[src/rtl/light_bar_pkg.sv]
// Shared encodings and helpers for the light-bar overlay: animation modes,
// fixed colours and the geometry helper used by the box generate loop.
package light_bar_pkg;

    typedef enum logic [1:0] {
        MODE_FILL   = 2'd0,
        MODE_CHASE  = 2'd1,
        MODE_BOUNCE = 2'd2,
        MODE_HOLD   = 2'd3
    } mode_e;

    localparam logic [11:0] COLOR_WHITE = 12'hFFF;
    localparam logic [11:0] COLOR_BLACK = 12'h000;

    // Wide enough for pos values 0..16 (FILL needs one value past the last box).
    localparam int POS_W = 5;

    function automatic logic [10:0] box_left(input int x0, input int k,
                                             input int w, input int gap);
        return 11'(x0 + k * (w + gap));
    endfunction

endpackage

[src/rtl/light_bar_overlay_if.sv]
// Pixel stream into the overlay and the registered pixel result back out.
interface light_bar_overlay_if;
    logic [9:0]  pix_x;
    logic [9:0]  pix_y;
    logic        video_on;
    logic [11:0] rgbtext;
    logic        overlay_on;

    modport master (output pix_x, pix_y, video_on, input rgbtext, overlay_on);
    modport slave  (input pix_x, pix_y, video_on, output rgbtext, overlay_on);
endinterface

[src/rtl/light_bar_seq.sv]
// Frame-edge detect, frame counter and pos/dir animation state; produces the
// per-box lit mask and a one-cycle pulse on every step.
module light_bar_seq
    import light_bar_pkg::*;
#(
    parameter int N_BOX           = 5,
    parameter int FRAMES_PER_STEP = 32
) (
    input  logic             clk,
    input  logic             reset,
    input  logic [9:0]       pix_x,
    input  logic [9:0]       pix_y,
    input  logic             enable,
    input  logic [1:0]       mode,
    output logic [N_BOX-1:0] lit,
    output logic             step_pulse
);

    localparam int CNT_W = (FRAMES_PER_STEP > 1) ? $clog2(FRAMES_PER_STEP) : 1;
    localparam logic [CNT_W-1:0] CNT_LAST = CNT_W'(FRAMES_PER_STEP - 1);
    localparam logic [POS_W-1:0] POS_LAST = POS_W'(N_BOX - 1);
    localparam logic [POS_W-1:0] POS_FULL = POS_W'(N_BOX);
    localparam bit               CAN_BOUNCE = (N_BOX > 1);

    logic             edge_reg,  edge_next;
    logic [CNT_W-1:0] cnt_reg,   cnt_next;
    logic [POS_W-1:0] pos_reg,   pos_next;
    logic             dir_reg,   dir_next;
    mode_e            mode_reg,  mode_next;
    logic             step_reg,  step_next;

    logic             frame_cond, tick, step, mode_chg;
    logic [POS_W-1:0] pos_bounce;
    mode_e            mode_cur;

    always_ff @(posedge clk or negedge reset) begin
        if (!reset) begin
            edge_reg <= 1'b0;
            cnt_reg  <= '0;
            pos_reg  <= '0;
            dir_reg  <= 1'b1;
            mode_reg <= MODE_FILL;
            step_reg <= 1'b0;
        end else begin
            edge_reg <= edge_next;
            cnt_reg  <= cnt_next;
            pos_reg  <= pos_next;
            dir_reg  <= dir_next;
            mode_reg <= mode_next;
            step_reg <= step_next;
        end
    end

    always_comb begin
        mode_cur   = mode_e'(mode);
        frame_cond = (pix_x == 10'd0) && (pix_y == 10'd0);
        mode_chg   = (mode_cur != mode_reg);
        tick       = frame_cond && !edge_reg && enable;
        step       = tick && (cnt_reg == CNT_LAST);
        pos_bounce = dir_reg ? pos_reg + POS_W'(1) : pos_reg - POS_W'(1);

        edge_next = frame_cond;
        cnt_next  = cnt_reg;
        pos_next  = pos_reg;
        dir_next  = dir_reg;
        mode_next = mode_cur;
        step_next = 1'b0;

        // A mode change restarts the animation and swallows any coincident step.
        if (mode_chg) begin
            edge_next = 1'b0;
            cnt_next  = '0;
            pos_next  = '0;
            dir_next  = 1'b1;
        end else if (tick) begin
            cnt_next = step ? '0 : cnt_reg + CNT_W'(1);
            if (step) begin
                step_next = 1'b1;
                case (mode_reg)
                    MODE_FILL:   pos_next = (pos_reg == POS_FULL) ? '0 : pos_reg + POS_W'(1);
                    MODE_CHASE:  pos_next = (pos_reg == POS_LAST) ? '0 : pos_reg + POS_W'(1);
                    MODE_BOUNCE: begin
                        if (CAN_BOUNCE) begin
                            pos_next = pos_bounce;
                            if (pos_bounce == POS_LAST || pos_bounce == '0)
                                dir_next = ~dir_reg;
                        end
                    end
                    default:     pos_next = pos_reg;
                endcase
            end
        end
    end

    always_comb begin
        lit = '0;
        for (int i = 0; i < N_BOX; i++) begin
            if (mode_reg == MODE_FILL || mode_reg == MODE_HOLD)
                lit[i] = (POS_W'(i) < pos_reg);
            else
                lit[i] = (POS_W'(i) == pos_reg);
        end
        step_pulse = step_reg;
    end

endmodule

[src/rtl/light_bar_overlay.sv]
// Row of bordered boxes drawn over the video stream, interiors lit according
// to the animation state from light_bar_seq; output registered (latency 1).
module light_bar_overlay
    import light_bar_pkg::*;
#(
    parameter int N_BOX           = 5,
    parameter int X0              = 464,
    parameter int Y0              = 279,
    parameter int BOX_W           = 21,
    parameter int BOX_H           = 13,
    parameter int GAP             = 1,
    parameter int BORDER          = 2,
    parameter int FRAMES_PER_STEP = 32
) (
    input  logic                clk,
    input  logic                reset,
    light_bar_overlay_if.slave  pix,
    input  logic                enable,
    input  logic [1:0]          mode,
    input  logic [11:0]         color,
    output logic                step_pulse
);

    localparam int MIN_SIDE = (BOX_W < BOX_H) ? BOX_W : BOX_H;

    if (N_BOX < 1 || N_BOX > 16) begin : g_bad_nbox
        $fatal(1, "light_bar_overlay: N_BOX out of range 1..16");
    end
    if (X0 + N_BOX * (BOX_W + GAP) > 1024) begin : g_bad_width
        $fatal(1, "light_bar_overlay: bar extends past column 1023");
    end
    if (2 * BORDER >= MIN_SIDE) begin : g_bad_border
        $fatal(1, "light_bar_overlay: border leaves no interior");
    end
    if (FRAMES_PER_STEP < 1) begin : g_bad_fps
        $fatal(1, "light_bar_overlay: FRAMES_PER_STEP must be at least 1");
    end

    logic [N_BOX-1:0] lit, in_box, is_border;
    logic [11:0]      box_rgb [N_BOX];
    logic [11:0]      pix_rgb;
    logic [10:0]      px, py;
    logic [11:0]      rgb_reg;
    logic             overlay_reg;

    light_bar_seq #(
        .N_BOX           (N_BOX),
        .FRAMES_PER_STEP (FRAMES_PER_STEP)
    ) u_seq (
        .clk        (clk),
        .reset      (reset),
        .pix_x      (pix.pix_x),
        .pix_y      (pix.pix_y),
        .enable     (enable),
        .mode       (mode),
        .lit        (lit),
        .step_pulse (step_pulse)
    );

    assign px = {1'b0, pix.pix_x};
    assign py = {1'b0, pix.pix_y};

    for (genvar gi = 0; gi < N_BOX; gi++) begin : g_box
        localparam logic [10:0] XL = box_left(X0, gi, BOX_W, GAP);
        localparam logic [10:0] XR = XL + 11'(BOX_W - 1);
        localparam logic [10:0] YT = 11'(Y0);
        localparam logic [10:0] YB = 11'(Y0 + BOX_H - 1);
        localparam logic [10:0] BI = 11'(BORDER);

        assign in_box[gi]    = (px >= XL) && (px <= XR) && (py >= YT) && (py <= YB);
        assign is_border[gi] = (px < XL + BI) || (px > XR - BI) ||
                               (py < YT + BI) || (py > YB - BI);
        assign box_rgb[gi]   = !in_box[gi]   ? 12'h000     :
                               is_border[gi] ? COLOR_WHITE :
                               lit[gi]       ? color       : COLOR_BLACK;
    end

    // Boxes never overlap, so at most one term below is non-zero.
    always_comb begin
        pix_rgb = 12'h000;
        for (int k = 0; k < N_BOX; k++)
            pix_rgb = pix_rgb | box_rgb[k];
    end

    always_ff @(posedge clk or negedge reset) begin
        if (!reset) begin
            rgb_reg     <= 12'h000;
            overlay_reg <= 1'b0;
        end else begin
            rgb_reg     <= pix.video_on ? pix_rgb : 12'h000;
            overlay_reg <= |in_box;
        end
    end

    assign pix.rgbtext    = rgb_reg;
    assign pix.overlay_on = overlay_reg;

endmodule

[src/flat_wrapper.sv]
// flat-port wrapper written by rule: the top's interface ports become plain ports
module light_bar_overlay_flat import light_bar_pkg::*;
#(
    parameter int N_BOX           = 5,
    parameter int X0              = 464,
    parameter int Y0              = 279,
    parameter int BOX_W           = 21,
    parameter int BOX_H           = 13,
    parameter int GAP             = 1,
    parameter int BORDER          = 2,
    parameter int FRAMES_PER_STEP = 32
)
  (clk, reset, enable, mode, color, step_pulse, pix_pix_x, pix_pix_y, pix_video_on, pix_rgbtext, pix_overlay_on);
  light_bar_overlay_if pix_i ();
  input  logic clk;
  input  logic reset;
  input  logic enable;
  input  logic [1:0] mode;
  input  logic [11:0] color;
  output logic step_pulse;
  input wire logic [$bits(pix_i.pix_x)-1:0] pix_pix_x;
  input wire logic [$bits(pix_i.pix_y)-1:0] pix_pix_y;
  input wire logic [$bits(pix_i.video_on)-1:0] pix_video_on;
  output wire logic [$bits(pix_i.rgbtext)-1:0] pix_rgbtext;
  output wire logic [$bits(pix_i.overlay_on)-1:0] pix_overlay_on;
  assign pix_i.pix_x = pix_pix_x;
  assign pix_i.pix_y = pix_pix_y;
  assign pix_i.video_on = pix_video_on;
  assign pix_rgbtext = pix_i.rgbtext;
  assign pix_overlay_on = pix_i.overlay_on;
  light_bar_overlay #(.N_BOX(N_BOX), .X0(X0), .Y0(Y0), .BOX_W(BOX_W), .BOX_H(BOX_H), .GAP(GAP), .BORDER(BORDER), .FRAMES_PER_STEP(FRAMES_PER_STEP)) u_core (.clk(clk), .reset(reset), .pix(pix_i), .enable(enable), .mode(mode), .color(color), .step_pulse(step_pulse));
endmodule
[config.mk]
export PLATFORM = sky130hd
export DESIGN_NAME = light_bar_overlay_flat
export DESIGN_NICKNAME = d
export VERILOG_FILES = /design/src/rtl/light_bar_pkg.sv /design/src/rtl/light_bar_overlay_if.sv /design/src/rtl/light_bar_seq.sv /design/src/rtl/light_bar_overlay.sv /design/src/flat_wrapper.sv
export SDC_FILE = /design/constraint.sdc
export NUM_CORES = 1
export LEC_CHECK = 0
export ABC_CLOCK_PERIOD_IN_PS = 2700
export CORE_MARGIN = 2
export CORE_UTILIZATION = 55
export DETAILED_ROUTE_END_ITERATION = 6
export PLACE_DENSITY = 0.9
export REMOVE_ABC_BUFFERS = 1
export SLEW_MARGIN = 30
export SYNTH_ARGS = -nofsm -noshare
export SYNTH_HDL_FRONTEND = slang
export SYNTH_HIERARCHICAL = 1
export SYNTH_SLANG_ARGS = --single-unit
[constraint.sdc]
create_clock -name clk -period 2.7 [get_ports clk]
set_input_delay 0.405 -clock clk [delete_from_list [all_inputs] [get_ports clk]]
set_output_delay 0.405 -clock clk [all_outputs]
set_load 0.005 [all_outputs]
; ---- After elaboration in Yosys (flattened, before gate mapping)
; Cells that the tools add are included.
[word_totals]
register_bits = 28
inputBits = 38
word_cells = 147
[op_classes]
addsub = 3
order_cmp = 29
eq_ne = 12
muxes = 40
bitwise = 5
n_reduce_logical = 50
[ops]
columns = cell, n
row1 = $mux W12, 16
row2 = $or A12 B12 Y12, 4
row3 = $mux W5, 9
row4 = $ge A10 B9 Y1 const B, 4
row5 = $lt A10 B9 Y1 const B, 4
row6 = $gt A10 B10 Y1 const B, 3
row7 = $gt A10 B9 Y1 const B, 3
row8 = $le A10 B10 Y1 const B, 3
row9 = $le A10 B9 Y1 const B, 3
row10 = $ge A10 B10 Y1 const B, 2
row11 = $logic_not A10 Y1, 2
row12 = $lt A10 B10 Y1 const B, 2
row13 = $logic_and A1 B1 Y1, 19
row14 = $logic_or A1 B1 Y1, 17
row15 = $eq A5 B3 Y1 const B, 3
row16 = $pmux W5 S3, 1
row17 = $mux W1, 14
row18 = $add A5 B1 Y5 const B, 2
row19 = $eq A2 B5 Y1 const A, 2
row20 = $logic_not A5 Y1, 2
row21 = $lt A1 B5 Y1 const A, 2
row22 = $lt A2 B5 Y1 const A, 2
row23 = $reduce_bool A2 Y1, 4
row24 = $eq A1 B5 Y1 const A, 1
row25 = other kinds (14), 15

; ---- Longest topological paths before layout
; Gate-level depths: netlist of run 1.
[depth]
word_depth = 11
mapped_depth = 11
ltp_nobuf = 9

; ---- Hierarchy
; Netlist of run 1, hierarchy kept.
[by_module_without_submodules]
columns = mod, n_inst, cells_per_inst, area_per_inst_um2, seq_area_each_um2
row1 = light_bar_overlay, 1, 263, 1803.0, 325.3
row2 = light_bar_seq, 1, 151, 1270.0, 376.6

; ---- Worst setup path after synthesis of run 1
; No wires, ideal clock.
[synth_path]
path_type = register to register
from = register u_core.u_seq.pos_reg[2]
to = register u_core.rgb_reg[1] (netlist: u_core/pix.rgbtext[1])
t_arrival_ns = 2.180
required_ns = 2.558
setup_slack_ns = 0.378
stages_incl_launch_ff = 10
n_path_buf = 2
period_less_slack_ns = 2.322
path_cell_list = dfrtp_1 > clkbuf_1 > nor3_1 > a21oi_1 > a31o_2 > clkbuf_1 > a21oi_1 > nand4_1 > a22oi_1 > a41oi_1
[synth_between]
elab_chain_cells = 10
[synth_rtl]
columns = item, line_no
row1 = "start, declared", light_bar_seq.sv:27  ; logic [POS_W-1:0] pos_reg, pos_next;
row2 = "start signal, assigned", light_bar_seq.sv:47  ; pos_reg <= pos_next;
row3 = $lt A1 B5 Y1 or $logic_not A5 Y1 (tied branches), "light_bar_seq.sv:99, light_bar_seq.sv:101"
row4 = $mux W1 *, light_bar_seq.sv:98  ; if (mode_reg == MODE_FILL || mode_reg == MODE_HOLD)
row5 = named net u_core.lit[0], light_bar_overlay.sv:39  ; logic [N_BOX-1:0] lit, in_box, is_border;
row6 = $mux W12 *, light_bar_overlay.sv:75  ; lit[gi] ? color : COLOR_BLACK;
row7 = $mux W12 *, light_bar_overlay.sv:74  ; is_border[gi] ? COLOR_WHITE :
row8 = $mux W12 *, light_bar_overlay.sv:73  ; assign box_rgb[gi] = !in_box[gi] ? 12'h000 :
row9 = $or A12 B12 Y12 * (4 in a row), light_bar_overlay.sv:82  ; pix_rgb = pix_rgb | box_rgb[k];
row10 = $mux W12 *, light_bar_overlay.sv:90  ; rgb_reg <= pix.video_on ? pix_rgb : 12'h000;
row11 = "end signal, assigned", light_bar_overlay.sv:90
row12 = "end, declared", light_bar_overlay.sv:43  ; logic [11:0] rgb_reg;
; Mark *: on every way through the listed nets, which the timed path passes. The rest lies on a longest branch.
; A chain may end at the register's enable or synchronous reset.

; ---- Worst setup path after layout of run 1
[layout_path]
from = input pix_pix_x[4]
to = register u_core.rgb_reg[3] (netlist: u_core/pix.rgbtext[3])
[layout_between]
elab_chain_cells = 11
[layout_rtl]
columns = item, line_no
row1 = "start, declared", flat_wrapper.sv:21  ; input wire logic [$bits(pix_i.pix_x)-1:0] pix_pix_x;
row2 = $lt A10 B9 Y1 or $gt A10 B9 Y1 (tied branches), light_bar_overlay.sv:71  ; assign is_border[gi] = (px < XL + BI) || (px > XR - BI) ||
row3 = $logic_or A1 B1 Y1 (2 in a row), light_bar_overlay.sv:71
row4 = $logic_or A1 B1 Y1, light_bar_overlay.sv:72  ; (py < YT + BI) || (py > YB - BI);
row5 = $mux W12, light_bar_overlay.sv:74
row6 = $mux W12, light_bar_overlay.sv:73
row7 = $or A12 B12 Y12 (3 in a row), light_bar_overlay.sv:82
row8 = $or A12 B12 Y12 *, light_bar_overlay.sv:82
row9 = $mux W12 *, light_bar_overlay.sv:90
; Mark *: on every way between the ends. The rest lies on a longest branch, timed or not.

==> summary.txt, run 1 <==
Clocking
  – Skew-Pair Late Insertion Delay: 290 ps
  – Clock buffer depth: 2
  – Post-CTS setup buffer count: 0
  – TritonCTS clock tree: done
  – CTS root buf: clkbuf_8
  – TritonCTS buffer count: 3
  – H-tree levels: 1
  – Cts hold-fix bufs: 0
  – Clk slew on worst S/H paths: 110 ps
  – Clock net sink count: 28

Timing
  – Final worst clock skew: 11.5 ps
  – Final hold violations: 0
  – Final setup viols: 0
  – RSZ-0062 raised after global routing: false
  – Max Slew Vio Count: 0
  – Fmax: 407 MHz
  – Slew headroom: between 40% and 50%
  – Period utilization: 91.0%
  – Setup ws final: 244 ps
  – Post-layout min period: 2460 ps
  – Worst slew pin tran: between 800 and 900 ps

Route
  – Routed WL: just under 10000 µm
  – DR WL/cell: 18.2 µm
  – Number of DRC markers in iteration 0: 720
  – DR pass1 iterations: 5
  – DRT antenna net count: 0
  – Vias: 3665
  – Residual DRC count: 0
  – Vias/cell: 6.70

Final layout
  – ANT cells: 0
  – Final instance area: 3940 µm²
  – Area growth syn-to-layout: 28.2%
  – Share of layout cells above drive strength 1: between 10% and 20%
  – Max reg flops: 12
  – Final nets: 524

Power
  – Tot Pwr: 0.00104 W
  – VDD IR max: 186 µV
  – Power Dens Cells: 264 nW/µm²
  – Leak Pwr: 1.35 nW

GRT
  – Initial antenna violation count: 0
  – Vias in the first global route: 3516
  – Largest net degree at the start of global routing: 29
  – GRT Resource Usage Total: 32.8%
  – First-pass GRT wire length: 16600 µm
  – Grt total ovfl: 0

Setup path
  – Worst setup EP type: flop
  – Reg2reg start: u_core/u_seq/pos_reg[2]
  – R2R Path End: u_core/pix.rgbtext[3]
  – Crit path buf inv count: 1
  – Largest fanout on the critical path: 12
  – Worst Path Arrival: 2600 ps
  – Type of origin of the critical path: primary input
  – Crit path kind: primary input to flop
  – CP peak stage delay: 750 ps
  – Crit-path cells: clkdlybuf4s50_1, nand2b_1, o2bb2ai_1, nand4_1, a22oi_1, a41oi_1
  – Critical Path RT: 2850 ps
  – R2r worst-path depth: 8
  – Worst path slowest cell: clkdlybuf4s50_1
  – FF-to-FF setup slack: 440 ps
  – Delay-heaviest family, CP: compound AO/OA/AOI/OAI gates
  – CP startpoint: pix_pix_x[4]

Yosys
  – Ys Warns: 6
  – Register area share after synthesis: between 20% and 30%
  – Post-Syn Instances: 414
  – Asr flop ratio synth: 100%
  – Synth cell types: between 60 and 70
  – Mapped cell area: 3070 µm²
  – Synth top area share: a little over a fifth
  – Main synth FF type: dfrtp_1
  – Top cells by area, synth: dfrtp_1 (22%), nand2_1 (5.5%), and2_1 (5.3%), nand4_1 (5.3%), o21ai_0 (5.0%)
  – Biggest area consumer among synthesized cells: dfrtp_1
  – Synth Area per Inst: 7.42 µm²
  – Count leader, synth: nand2_1
  – Synthesized flop and latch total: 28
  – Post-synth EDFFs: 0
  – Leading cell types by count after synthesis: nand2_1 (45), o21ai_0 (31), clkbuf_1 (27), dfrtp_1 (27)

Die
  – Overall die height: 78.7 µm
  – Die Wd: 78.7 µm
  – Die area: ~6200 µm²
  – Core Area: 5440 µm²
  – # rows: 27
  – # IOs: 52
  – Initial Utilization: 56.5%

Place
  – Setup WS pre-CTS: -164 ps
  – Post-DP HPWL: 7130 µm
  – Routability cong.: 0.944
  – Port bufs: 51
  – DP Area: 3860 µm²

Outcome
  – Status: finished clean

Min path
  – Hold WC Path Type: primary input to async pin

Flow run
  – Number of max-cap violations: 0
routing by layer:
| layer | part of all wire (%) | vias up | GRT usage [%] |
|---|---|---|---|
| li1 | - | 1713 | - |
| met1 | 39 | 1701 | 43.2 |
| met2 | 48 | 217 | 52.7 |
| met3 | 9.1 | 34 | 4.77 |
| met4 | 3.1 | 0 | 15.8 |
| met5 | 0 | - | 0 |
cells by family after synthesis:
kind of cell | synth area share (%)
AO/OA/AOI/OAI | 28.3
XOR/XNOR | 1.71
adder cells (fa/ha/maj) | 4.07
buffers and inverters | 6.23
flip-flops | 22.8
multiplexers | 0.326
AND/OR/NAND/NOR | 36.5
repair_timing:
| item | 4_1_cts | 5_1_grt |
|---|---|---|
| endpoints found under the setup margin | 0 | 3 |
| resized for setup | 0 | 1 |
| hold endpoints to repair | 0 | 0 |
area by class of cell:
cell class | instances | area, µm²
Sequential cell | 28 | 702
Tap cell | 72 | 90.1
Clock buffer | 3 | 41.3
Timing Repair Buffer | 93 | 851
Multi-Input combinational cell | 341 | 2190
Fill cell | 420 | 1500
Inverter | 9 | 33.8
Clock inverter | 1 | 30.0
power breakdown:
group	internal (W)	switching [W]
clock	0.000199	0.000149
combinational	0.000119	0.000151
sequential	0.000421	0.00000152
total	0.000739	0.000302
metrics by stage:
stage               hold WS [ps]  utilization [%]  cells  TNS (ps)
floorplan                    109                -    378         0
global placement             522             71.0    543         0
detailed placement           535             71.0    543      -451
CTS                          514             72.3    547         0
global route                 532             72.4    547         0
finish                       507             72.4    547         0
how the worst max path moves through the flow:
stage,endpoint,depth (start not counted)
floorplan,u_core/pix.rgbtext[0],5
global placement,u_core/u_seq/cnt_reg[3],6
detailed placement,u_core/u_seq/cnt_reg[3],6
CTS,u_core/u_seq/cnt_reg[3],6
global route,u_core/pix.rgbtext[2],6
finish,u_core/pix.rgbtext[3],6
layout by cell type (no fill, tap or decap), drive strengths merged, types with 12 or more instances in the layout:
| cell | instances |
|---|---|
| clkdlybuf4s50 | 51 |
| dfrtp | 27 |
| a21oi | 25 |
| a41oi | 12 |
| buf | 42 |
| o21ai | 45 |
| a22oi | 13 |
| and2 | 26 |
| nor3 | 14 |
| nand3 | 21 |
| nand2 | 45 |
| nand4 | 26 |
Power figures use the tool's default switching activity.
==> run 2, diff against run 1 <==
Settings changed: CORE_ASPECT_RATIO set to 0.75, CTS_CLUSTER_SIZE set to 28.
==> run 2 against run 1 <==
Effect of this change: global-route usage grew 0.66 points; clock power down 22%; critical endpoint is now u_core/u_seq/cnt_reg[3]; worst setup slack worse by 200 ps; maximum frequency fell by 7.4%; sequential share of layout area down 0.096 points; sequential power hardly changed; combinational power is 2% higher; power shrank 6.7%; final cell count increased by 2.0%; critical path type unchanged.
==> summary.txt, run 2 (synthesized netlist as in run 1, its figures left out) <==
Final layout
  – Share of layout cells above drive strength 1: 14.5% (+1.4 points)
  – Area growth syn-to-layout: 28.9%
  – ANT cells: 0 (unchanged)
  – Most frequent cells in the layout: clkdlybuf4s50_1 (51), buf_4 (50), nand2_1 (45), o21ai_0 (30), dfrtp_1 (27)
  – Non-Filler Instances: 558 (+2.0%)
  – Fill count: 407 (-3.1%)
  – Util after Layout: 74.0% (+1.6 points)
  – Most common cell after layout, fill and taps aside: clkdlybuf4s50_1
  – Max reg flops: 12 (unchanged)
  – Final nets: 532 (+1.5%)

Flow run
  – Number of max-cap violations: 0 (unchanged)

Clocking
  – CTS root buf: clkbuf_8
  – H-tree levels: 1 (unchanged)
  – TritonCTS clock tree: done
  – Post-CTS sizing: 0 (unchanged)
  – Clk slew on worst S/H paths: 110 ps (about the same)
  – Cts hold-fix bufs: 0 (unchanged)
  – TritonCTS buffer count: 3 (unchanged)
  – Post-CTS setup buffer count: 0 (unchanged)
  – Skew-Pair Late Insertion Delay: 280 ps (about the same)
  – Clock net sink count: 28 (unchanged)
  – Clock buffer depth: 2 (unchanged)

Route
  – Number of DRC markers in iteration 0: 704 (-2.2%)
  – Routed WL: 10400 µm (+4.8%)
  – Residual DRC count: 0 (unchanged)
  – DR pass1 iterations: 6 (+1)
  – DR WL/cell: 18.7 µm (+2.8%)
  – Vias: 3871 (+5.6%)
  – DRT antenna net count: 0 (unchanged)
  – Vias/cell: 6.94 (+3.5%)

Power
  – Power Dens Cells: 245 nW/µm² (-7.2%)
  – Leak Pwr: 1.37 nW (+1.6%)
  – Clock share of power: 28.1% (-5.4 points)
  – Gate power share: 28.4% (+2.4 points)
  – Pint: 0.000674 W (-8.8%)
  – Sequential Power Share: 43.5% (+2.9 points)
  – VDD IR max: 288 µV (+55%)
  – Sw frac: 30.7% (+1.7 points)
  – Net Switching: 0.000298 W (-1.4%)

Setup path
  – Crit path kind: primary input to flop
  – Critical Path RT: 2900 ps (+50 ps)
  – Type of origin of the critical path: primary input
  – Worst Path Arrival: 2850 ps (+250 ps)
  – Largest fanout on the critical path: 11 (-1)
  – Worst setup EP type: flop

Timing
  – Final worst clock skew: 6.89 ps (-4.63 ps)
  – Final setup viols: 0 (unchanged)
  – Min Hold Slack: 507 ps (+0.534 ps)
  – Max Slew Vio Count: 0 (unchanged)
  – Fmax: 377 MHz (-7.4%)
  – Post-layout min period: 2650 ps (+196 ps)
  – Final hold violations: 0 (unchanged)
  – Worst slew pin tran: 898 ps (+6.36 ps)
  – RSZ-0062 raised after global routing: false
  – Period utilization: 98.2% (+7.3 points)
  – Slew headroom: 40.1% (-0.42 points)
  – Final TNS setup: 0 ps (unchanged)

GRT
  – Initial antenna violation count: 0 (unchanged)
  – First-pass GRT wire length: 16900 µm (+2.1%)
  – Grt total ovfl: 0 (unchanged)
  – GRT Resource Usage Total: 33.4% (+0.66 points)
  – Vias in the first global route: 3578 (+1.8%)
  – Largest net degree at the start of global routing: 29 (unchanged)

Die
  – Initial Utilization: 57.4% (+0.91 points)
  – # rows: 23 (-15%)
  – Die area: 6210 µm² (+0.11%)
  – Overall die height: 68.7 µm (-13%)
  – Die Wd: 90.3 µm (+15%)
  – # IOs: 52 (unchanged)
  – Core Area: 5350 µm² (-1.6%)

Place
  – Port bufs: 51 (unchanged)
  – DP Cell Count: 554 (+2.0%)
  – Post-DP HPWL: 7550 µm (+5.9%)
  – Routability cong.: 0.947 (+0.26%)

Min path
  – Hold WC Path Type: primary input to async pin

Outcome
  – Status: finished clean
[run 2: stage by stage]
step | power [W] | worst slack, ps | area [µm²]
global placement | 0.000687 | -294 | 3900
detailed placement | 0.000697 | -84.5 | 3910
floorplan | 0.000525 | 34.6 | 2920
finish | 0.000972 | 47.5 | 3960
global route | 0.00101 | 14.6 | 3960
CTS | 0.000965 | 185 | 3960
[run 2: area by class of cell]
cell class,count,area [µm²],area share (%)
clock buffer,4,55.1,1.39
inverter,9,33.8,0.853
multi-input combinational,341,2190,55.3
sequential,28,702,17.7
tap,75,93.8,2.37
timing repair buffer,101,886,22.4
[run 2: routing by layer]
layer	share of wire (%)	track usage, %	routed length, µm
met1	40	44.4	4170
met4	2.0	10.6	213
met2	46	57.8	4820
met5	0	0	0
met3	12	4.67	1220
[run 2: power by group through the flow]
stage / combinational (W) / clock, W / sequential [W]
finish: 0.000276 / 0.000273 / 0.000423
global route: 0.000293 / 0.000291 / 0.000423
CTS: 0.000267 / 0.000275 / 0.000423
detailed placement: 0.000266 / 0 / 0.000431
global placement: 0.000256 / 0 / 0.000431
floorplan: 0.0000948 / 0 / 0.000430
[run 2: critical path, cell delays in order]
cell and delay, ps:
clkdlybuf4s50_1 530, buf_4 220, nor4_1 490, and3_2 350, nand3_2 190, or4_1 520
a21oi_1 150
[run 2: worst paths after layout]
path | slack (ps) | end | cells after the start | start
setup / recovery | 50 | u_core/u_seq/cnt_reg[3] | 7 | pix_pix_x[4]
hold / removal | 510 | u_core/u_seq/mode_reg[1] | 2 | reset
setup reg to reg | 400 | u_core/pix.rgbtext[11] | 10 | u_core/u_seq/mode_reg[0]
hold reg to reg | 570 | u_core/u_seq/cnt_reg[3] | 2 | u_core/u_seq/cnt_reg[3]
max in group asynchronous | 1880 | u_core/u_seq/dir_reg | 2 | reset
min in group clk | 570 | u_core/u_seq/cnt_reg[3] | 2 | u_core/u_seq/cnt_reg[3]
==> run 3, diff against run 2 <==
Settings changed: GPL_TIMING_DRIVEN set to 0.
==> run 3 against run 2 <==
Effect of this change: the flow now finishes with violations (design-rule violations); maximum frequency grew 1.9%; final cell count shrank 7.0%; first-iteration DRC count grew 21%; cell area shrank 3.9%; routed wire length shrank 3.9%; sequential share of layout area grew 0.72 points; critical endpoint is now u_core/pix.rgbtext[8]; register-to-register slack lost 280 ps; global-route usage shrank 2.3 points; critical path depth shrank 1; clock power is essentially flat.
==> summary.txt, run 3 (synthesized netlist as in run 1, its figures left out) <==
Clocking
  – CTS root buf: clkbuf_8
  – Skew-Pair Late Insertion Delay: 290 ps (about the same)
  – Clock buffer depth: 2 (unchanged)
  – TritonCTS buffer count: 3 (unchanged)
  – H-tree levels: 1 (unchanged)
  – Clock net sink count: 28 (unchanged)
  – TritonCTS clock tree: done
  – Cts hold-fix bufs: 0 (unchanged)
  – Clk slew on worst S/H paths: 110 ps (about the same)

Place
  – Routability cong.: 0.918 (-3.0%)
  – Port bufs: 51 (unchanged)
  – Post-DP HPWL: 6560 µm (-13%)
  – Setup WS pre-CTS: -676 ps (-592 ps)
  – DP Area: 3560 µm² (-8.9%)

Setup path
  – Worst path slowest cell: or4b_4
  – Type of origin of the critical path: primary input
  – Crit-path cells: clkdlybuf4s50_1, nor4b_2, o2bb2ai_2, or4b_4, o21ai_1, a41oi_1
  – Worst setup EP type: flop
  – Worst Path Arrival: 2720 ps (-130 ps)
  – Crit path buf inv count: 1 (-1)
  – Reg2reg start: u_core/u_seq/pos_reg[2]
  – CP startpoint: pix_pix_y[4]
  – Critical Path RT: 2810 ps (-90 ps)
  – Delay-heaviest family, CP: simple AND/OR/NAND/NOR gates
  – Largest fanout on the critical path: 12 (+1)
  – Crit path kind: primary input to flop
  – CP peak stage delay: 660 ps (+130 ps)

Timing
  – Worst slew pin tran: 879 ps (-19.6 ps)
  – Final setup viols: 0 (unchanged)
  – Setup ws final: 98.0 ps (+50.5 ps)
  – Max Slew Vio Count: 0 (unchanged)
  – Fmax: 384 MHz (+1.9%)
  – Final worst clock skew: 14.1 ps (+7.23 ps)
  – Final hold violations: 0 (unchanged)
  – Slew headroom: 41.0% (+0.91 points)
  – Min Hold Slack: 125 ps (-383 ps)
  – Post-layout min period: 2600 ps (-50.5 ps)
  – Period utilization: 96.4% (-1.9 points)

Route
  – Vias/cell: 7.28 (+4.9%)
  – DRT antenna net count: 0 (unchanged)
  – DR WL/cell: 19.3 µm (+3.3%)
  – Number of DRC markers in iteration 0: 855 (+21%)
  – Residual DRC count: 27 (+27)
  – Vias: 3777 (-2.4%)
  – DR pass1 iterations: 7 (+1)
  – Routed WL: 10000 µm (-3.9%)

Final layout
  – Max reg flops: 12 (unchanged)
  – Most frequent cells in the layout: clkdlybuf4s50_1 (50), nand2_1 (45), o21ai_0 (29), dfrtp_1 (27)
  – Most common cell after layout, fill and taps aside: clkdlybuf4s50_1
  – Final instance area: 3810 µm² (-3.9%)
  – Share of layout cells above drive strength 1: 10.6% (-3.9 points)
  – Final nets: 493 (-7.3%)
  – Area growth syn-to-layout: 23.9%
  – Fill count: 427 (+4.9%)
  – ANT cells: 0 (unchanged)

Min path
  – Hold WC Path Type: primary input to async pin

GRT
  – Vias in the first global route: 3389 (-5.3%)
  – Initial antenna violation count: 0 (unchanged)
  – Largest net degree at the start of global routing: 29 (unchanged)
  – GRT Resource Usage Total: 31.1% (-2.3 points)
  – First-pass GRT wire length: 15800 µm (-6.7%)
  – Grt total ovfl: 0 (unchanged)

Outcome
  – Status: complete, but fails checks
  – Violated checks: design-rule violations

Die
  – Overall die height: 68.7 µm (unchanged)
  – # rows: 23 (unchanged)
  – Initial Utilization: 57.4% (unchanged)
  – Core Area: 5350 µm² (unchanged)
  – Die area: 6210 µm² (unchanged)
  – Die Wd: 90.3 µm (unchanged)
  – # IOs: 52 (unchanged)

Power
  – Power Dens Cells: 249 nW/µm² (+1.5%)
  – VDD IR max: 298 µV (+3.6%)
  – Leak Pwr: 1.25 nW (-9.1%)

Flow run
  – Number of max-cap violations: 0 (unchanged)
-- run 3: cell count changes in the layout (fill, tap and decap cells not counted), sizes merged --
| cell | previous run | this run |
|---|---|---|
| clkdlybuf4s50 | 51 | 50 |
| buf | 50 | 12 |
-- run 3: worst reg2reg max path, stage by stage, from the launching register on --
cell     delay (ps)
dfrtp_1         540
nor3_2          570
a21oi_1         160
a31o_2          350
a21oi_1         190
nand4_1         130
a22oi_1         270
a41oi_1         210
-- run 3: through the flow --
| step | setup TNS [ps] | util [%] | instances | power (W) |
|---|---|---|---|---|
| 2_1_floorplan | 0 | - | 378 | 0.000525 |
| 3_3_place_gp | -19760 | 65.8 | 504 | 0.000645 |
| 3_5_place_dp | -7380 | 66.5 | 506 | 0.000655 |
| 4_1_cts | 0 | 68.7 | 513 | 0.000926 |
| 5_1_grt | -42.4 | 71.1 | 519 | 0.000974 |
| 6_report | 0 | 71.1 | 519 | 0.000948 |
-- run 3: area by class of cell --
cell class,instances,area (µm²),share of cell area (%)
sequential,28,702,18.4
clock buffer,4,55.1,1.45
tap,75,93.8,2.47
timing repair buffer,62,602,15.8
inverter,9,33.8,0.888
multi-input combinational,341,2320,60.9
-- run 3: final timing paths --
check                      cells past startpoint                 endpoint  slack (ps)
max reg2reg                                    7    u_core/pix.rgbtext[8]         120
max                                            6    u_core/pix.rgbtext[8]         100
max in group asynchronous                      1    u_core/pix.rgbtext[1]        2150
min reg2reg                                    2  u_core/u_seq/cnt_reg[4]         560
min                                            1  u_core/u_seq/cnt_reg[4]         120
min in group clk                               2  u_core/u_seq/cnt_reg[4]         560
-- run 3: report_power, final --
| group | leakage, nW | internal [W] | switching, W |
|---|---|---|---|
| Sequential | 0.383 | 0.000421 | 0.00000159 |
| Clock | 0.0288 | 0.000131 | 0.000144 |
| Combinational | 0.835 | 0.0000945 | 0.000156 |
| Total | 1.25 | 0.000646 | 0.000301 |
-- run 3: metal layers --
metal | global-route usage [%] | up-vias | part of all wire (%)
li1 | - | 1646 | -
met1 | 40.9 | 1747 | 39
met2 | 52.4 | 322 | 45
met3 | 5.65 | 62 | 13
met4 | 11.7 | 0 | 3.2
met5 | 0 | - | 0
-- run 3: timing repair --
action                                  in CTS  in global routing
endpoints found under the setup margin      12                 15
pin swaps                                    2                  2
resized for setup                            7                 12
buffers inserted                             3                  6
==> edit: new RTL, config.mk and constraints of run 2 <==
Make the reset (`reset`) synchronous in 2 clocked blocks.
--- a/src/rtl/light_bar_seq.sv
+++ b/src/rtl/light_bar_seq.sv
@@ -33,7 +33,7 @@
     logic [POS_W-1:0] pos_bounce;
     mode_e            mode_cur;
 
-    always_ff @(posedge clk or negedge reset) begin
+    always_ff @(posedge clk) begin
         if (!reset) begin
             edge_reg <= 1'b0;
             cnt_reg  <= '0;
--- a/src/rtl/light_bar_overlay.sv
+++ b/src/rtl/light_bar_overlay.sv
@@ -82,7 +82,7 @@
             pix_rgb = pix_rgb | box_rgb[k];
     end
 
-    always_ff @(posedge clk or negedge reset) begin
+    always_ff @(posedge clk) begin
         if (!reset) begin
             rgb_reg     <= 12'h000;
             overlay_reg <= 1'b0;
Function: differs if reset is asserted again (counterexample within 4 cycles, from zero or initial values and one cycle with reset low); with reset held inactive, the same outputs for 10 cycles.
==> edit against run 2 <==
Total power fell by 4.5%. Area after synthesis decreased by 5.5%. Routed wire length shrank 11%. First-iteration DRC count decreased by 23%. Sequential cell count unchanged. Design area decreased by 5.1%. Via count is 8.1% lower. Worst setup slack better by 0.072 ns. Critical endpoint is now u_core/pix.rgbtext[4]$_SDFF_PN0_. Largest cell class unchanged.
==> edit: results (changes against run 2) <==
| Metric | Value |
|---|---|
| Vias in the first global route | `3198 (-11%)` |
| Outcome | `completed` |
| Met2 usage in global routing | `51.5% (-6.3 points)` |
| Commonest cells in the netlist | `nand2_1 (40), and2_1 (38), o21ai_0 (37)` |
| Arrival @ worst endpoint | `2.78 ns (-0.07 ns)` |
| Gr usage total | `31.4% (-2.0 points)` |
| Layout Nets | `516 (-3.0%)` |
| Non-filler cells, final | `538 (-3.6%)` |
| P_leak | `1.22 nW (-11%)` |
| P_seq | `417 uW (-1%)` |
| Area Growth Syn to Fin | `29.5%` |
| Cells after Synth | `402 (-2.9%)` |
| Final wirelength | `9310 um (-11%)` |
| Signal buf overhead | `22.9% (+0.52 points)` |
| Multi-input gates | `328 (-3.8%)` |
| Post-Place Worst Slack | `-0.452 ns (-0.367 ns)` |
| Post-Route Skew | `0.00722 ns (+0.000336 ns)` |
| M1 GR Usage | `40.4% (-4.0 points)` |
| Layout fillers | `363 (-11%)` |
| Clk pwr share | `26.9% (-1.2 points)` |
| Met3 Resource Use GR | `5.95% (+1.3 points)` |
| Layout cell share with drive strength beyond 1 | `13.9% (-0.54 points)` |
| Met1 wire length | `3780 um (-9.5%)` |
| Synth unique cells | `62 (-3.1%)` |
| XOR/XNOR share of the synthesized area | `1.51% (-0.20 points)` |
| First-pass GRT wire length | `14700 um (-13%)` |
| Clock buffers | `3 (-1)` |
==> edit: changes by cell type in the layout (fill, tap and decap cells not counted), sizes merged, moves of 6 or more <==
cell	delta
dfxtp	+28
nor2	+6
nand3	-12
dfrtp	-27
and2	+12
a21oi	-9
==> edit: path summary, 6_finish.rpt <==
check	from	to	slack, ns	cells past startpoint
setup reg to reg	u_core/u_seq/pos_reg[3]$_SDFFE_PP0P_	u_core/pix.rgbtext[7]$_SDFF_PN0_	0.39	7
hold reg to reg	u_core/u_seq/cnt_reg[4]$_SDFFE_PP0P_	u_core/u_seq/cnt_reg[4]$_SDFFE_PP0P_	0.46	2
setup / recovery	pix_pix_y[9]	u_core/pix.rgbtext[4]$_SDFF_PN0_	0.12	5
hold / removal	u_core/u_seq/cnt_reg[4]$_SDFFE_PP0P_	u_core/u_seq/cnt_reg[4]$_SDFFE_PP0P_	0.46	2
